### config.mk
export PLATFORM = sky130hd
export DESIGN_NAME = ddr_pair_deser
export DESIGN_NICKNAME = d
export VERILOG_FILES = /design/src/rtl/ddr_pair_deser.sv
export SDC_FILE = /design/constraint.sdc
export NUM_CORES = 1
export LEC_CHECK = 0
export CAP_MARGIN = 20
export CELL_PAD_IN_SITES_DETAIL_PLACEMENT = 2
export CELL_PAD_IN_SITES_GLOBAL_PLACEMENT = 2
export CORE_ASPECT_RATIO = 0.75
export CORE_MARGIN = 10
export CORE_UTILIZATION = 26
export DETAILED_ROUTE_END_ITERATION = 10
export HOLD_SLACK_MARGIN = 0.08
export PLACE_DENSITY = 0.79
export SLEW_MARGIN = 20
export SYNTH_ARGS = -nofsm -noshare
export SYNTH_HDL_FRONTEND = slang
export SYNTH_SLANG_ARGS = --single-unit
### constraint.sdc
create_clock -name clk -period 1 [get_ports clk]
set_input_delay 0.1 -clock clk [delete_from_list [all_inputs] [get_ports clk]]
set_output_delay 0.1 -clock clk [all_outputs]
set_load 0.01 [all_outputs]
### src/rtl/ddr_pair_deser.sv
// Dual-edge receive deserializer: pairs the negedge and posedge samples of din
// each cycle and assembles them MSB-first into WORD_W-bit words behind a valid/ready slot.
module ddr_pair_deser #(
   parameter int WORD_W = 8
) (
   input  logic              clk,
   input  logic              rst,
   input  logic              din,
   input  logic              en,
   input  logic              align,
   output logic [WORD_W-1:0] dout,
   output logic              dout_valid,
   input  logic              dout_ready,
   output logic              overflow
);

   localparam int PAIRS = WORD_W / 2;
   localparam int CNT_W = (PAIRS > 1) ? $clog2(PAIRS) : 1;
   localparam logic [CNT_W-1:0] CNT_LAST = CNT_W'(PAIRS - 1);

   logic              neg_bit_q;
   logic [1:0]        pair;
   logic [CNT_W-1:0]  cnt_q, cnt_d;
   logic [WORD_W-1:0] shift_q, shift_d;
   logic [WORD_W-1:0] word;
   logic [WORD_W-1:0] dout_q, dout_d;
   logic              valid_q, valid_d;
   logic              ovf_q, ovf_d;
   logic              word_done;
   logic              slot_free;

   // Older half-bit: captured on the falling edge between two posedges.
   always_ff @(negedge clk) begin
      if (rst) neg_bit_q <= 1'b0;
      else     neg_bit_q <= din;
   end

   assign pair = {neg_bit_q, din};

   always_comb begin
      word      = (shift_q << 2) | WORD_W'(pair);
      word_done = !align && en && (cnt_q == CNT_LAST);
      slot_free = !valid_q || dout_ready;

      cnt_d   = cnt_q;
      shift_d = shift_q;
      dout_d  = dout_q;
      valid_d = valid_q;
      ovf_d   = ovf_q;

      if (align) begin
         cnt_d   = '0;
         shift_d = '0;
      end else if (en) begin
         if (cnt_q == CNT_LAST) begin
            cnt_d   = '0;
            shift_d = '0;
         end else begin
            cnt_d   = cnt_q + 1'b1;
            shift_d = word;
         end
      end

      // A completed word may replace a word being accepted in the same cycle.
      if (word_done) begin
         if (slot_free) begin
            dout_d  = word;
            valid_d = 1'b1;
         end else begin
            ovf_d = 1'b1;
         end
      end else if (valid_q && dout_ready) begin
         valid_d = 1'b0;
      end
   end

   always_ff @(posedge clk) begin
      if (rst) begin
         cnt_q   <= '0;
         shift_q <= '0;
         dout_q  <= '0;
         valid_q <= 1'b0;
         ovf_q   <= 1'b0;
      end else begin
         cnt_q   <= cnt_d;
         shift_q <= shift_d;
         dout_q  <= dout_d;
         valid_q <= valid_d;
         ovf_q   <= ovf_d;
      end
   end

   assign dout       = dout_q;
   assign dout_valid = valid_q;
   assign overflow   = ovf_q;

endmodule

==> metrics.yaml, run 1 <==
synth_area_leaders: "dfxtp_1 51%, a21oi_1 11%, nand3b_1 7.0%"
leakage_nw: 0.410
synth.largest_area_cell: "dfxtp_1"
fin_nets: 117
clk_latency_ps: 330
die_w_um: 82.0
design.core.area_um2: 2680
io_pins: 16
final_cells: 145
dp.cells: 140
gp_congestion: 0.710
drtPass1Iterations: 4
yosysWarnings: 0
start_util_pct: 27.9
yosysUniqueCellTypes: 18
clkTransAtPathRegs_ps: 70
avgSynthCellArea_um2: 9.14
grt-ovfl-total: 0
cts_buffer_depth: 2
wl_per_cell_um: 17.2
slew_violations: 0
cpMaxStageDelayCell: "dfxtp_2"
required_ps: 1200
root_buffer: "clkbuf_8"
status: "finished with violations"
hp-class: "register to register"
finClkSkew_ps: 68.1
maxCapViolCount: 0
fin_setup_tns_ps: -1370
setup_viol: 10
syn-instance-count: 82
grt_max_degree: 13
worstPathMaxFanout: 2
antennaDiodeCount: 0
dp_hpwl_um: 1800
grt_pass1_wl_um: 3830
worstPathCellList: "nand3_1 > a21oi_2"
rsz0062_at_grt: "yes"
synth_fp_nets: 89
cts_tree: "yes"
rows: 16
violations: "negative setup slack"
antenna_found_initial: 0
slew_headroom_pct: 83.8
max_stage_delay_ps: 330
ys_seq_area_share_pct: 50.8
vias_per_cell: 4.89
end_kind: "register"
synth_top_area_share_pct: 50.8
drive_gt1_share_pct: 42.2
cellPowerDensity_nw_per_um2: 1230
yosys_register_bits: 19
wirelength_um: 2490
clock_sinks: 19
arrival_ps: 1400
die_height_um: 66.5
syn_area_um2: 749
drcViolationCount: 0
htree_levels: 1
peakVddDrop_mv: 0.795
crit_type: "register to register"
via_count: 709
ant_nets: 0
grt_usage_pct: 9.18
drt_iter0_drc: 18
stdcell_area_um2: 1160
grt_pass1_vias: 809
timing_hold_violations_final: 0
placed_area_um2: 1020
dieArea_um2: 5450
start_kind: "register"
io_buffers: 15
finalWorstSetupSlack_ps: -198
fillCellCount: 287
worst_pin_slew_ps: 243
area_delta_synth_final_pct: 54.8
numCtsBuffers: 3
[cell families after synthesis]
family,Yosys count,share of synthesized area (%)
adder cells (fa/ha/maj),1,1.67
multiplexers,2,2.67
flip-flops,19,50.8
AO/OA/AOI/OAI,24,16.0
AND/OR/NAND/NOR,30,24.0
buffers and inverters,6,4.84
[synth_stat cells]
cell and number:
inv_1 1, o21ai_0 8, nand2b_1 7, and2b_1 1
buf_2 2, and3b_1 1, nor2_1 4, buf_4 1
mux2i_1 2, nand3_1 8, nand3b_1 7, clkbuf_1 1
dfxtp_1 19, buf_6 1, or2_2 1, a21oi_1 16
nor2b_1 1, ha_1 1
[path summary, 6_finish.rpt]
check,end,slack [ps],startpoint,cells after the start
setup / recovery,dout[1],-200,neg_bit_q,2
hold / removal,dout[0],480,dout[0],2
setup reg to reg,dout[1],-200,neg_bit_q,2
hold reg to reg,dout[0],480,dout[0],2
[layout make-up]
type                            count  area [µm²]  share of cell area [%]
Timing Repair Buffer               28         243                    20.9
Sequential cell                    19         384                    33.1
Clock inverter                      2        7.51                   0.647
Tap cell                           36        45.0                    3.88
Multi-Input combinational cell     57         439                    37.9
Clock buffer                        3        41.3                    3.56
[worst max-delay path, delay by kind of cell, from the launching register on]
kind,cells,cell delay (ps)
flops,1,330
compound gates,1,140
simple gates,1,100
[where the power goes]
| part | switching, mW | internal [mW] |
|---|---|---|
| clock network | 0.274 | 0.279 |
| registers | 0.00680 | 0.765 |
| logic | 0.0455 | 0.0522 |
[per-layer routing]
layer | track usage, % | vias up | wire, µm
met3 | 2.68 | 3 | 80
met5 | 0 | - | 0
li1 | - | 341 | -
met4 | 3.18 | 0 | 22
met2 | 17.2 | 14 | 1360
met1 | 9.47 | 351 | 1030
[through the flow]
stage	hold WS (ps)	setup WS (ps)	power, mW	util, %
after detailed placement	476	-367	0.888	38.1
after CTS	485	-187	1.44	40.6
after floorplan	252	-38.2	0.837	-
after global placement	466	-272	0.882	38.1
final	476	-198	1.42	43.2
after global routing	494	-219	1.48	43.2
[sequential cells by signal, indices dropped and copies added (netlist names)]
signal	flops
dout	8
shift_q	6
cnt_q	2
dout_valid	1
neg_bit_q	1
overflow	1
[timing repair]
action / 4_1_cts / 5_1_grt
buffers inserted: 0 / 1
hold endpoints to repair: 0 / 0
cloned: 0 / 1
gates resized for setup: 22 / 28
pin swaps: 7 / 14
setup endpoints to repair: 26 / 26
hold buffers: 0 / 0
[placed cells by master (no fill, tap or decap), types with 2 or more instances in the layout]
master,count
mux2i_1,2
nand3_2,2
nor2_1,3
o21ai_2,2
nand3_4,2
nand3_1,4
buf_4,10
buf_6,3
clkbuf_8,3
dfxtp_2,3
dfxtp_1,16
clkbuf_2,3
inv_1,2
a21oi_2,11
clkdlybuf4s50_1,5
nand2b_1,7
clkdlybuf4s15_1,4
o21ai_1,6
dlygate4sd2_1,2
nand3b_1,7
a21oi_1,5
(Power assumes the default switching activity.)
==> run 2: changes to the inputs <==
Settings changed: ABC_CLOCK_PERIOD_IN_PS from default to 1000.
==> results of run 2 <==
Same layout as run 1: the final DEF is identical, and so are final timing and power.
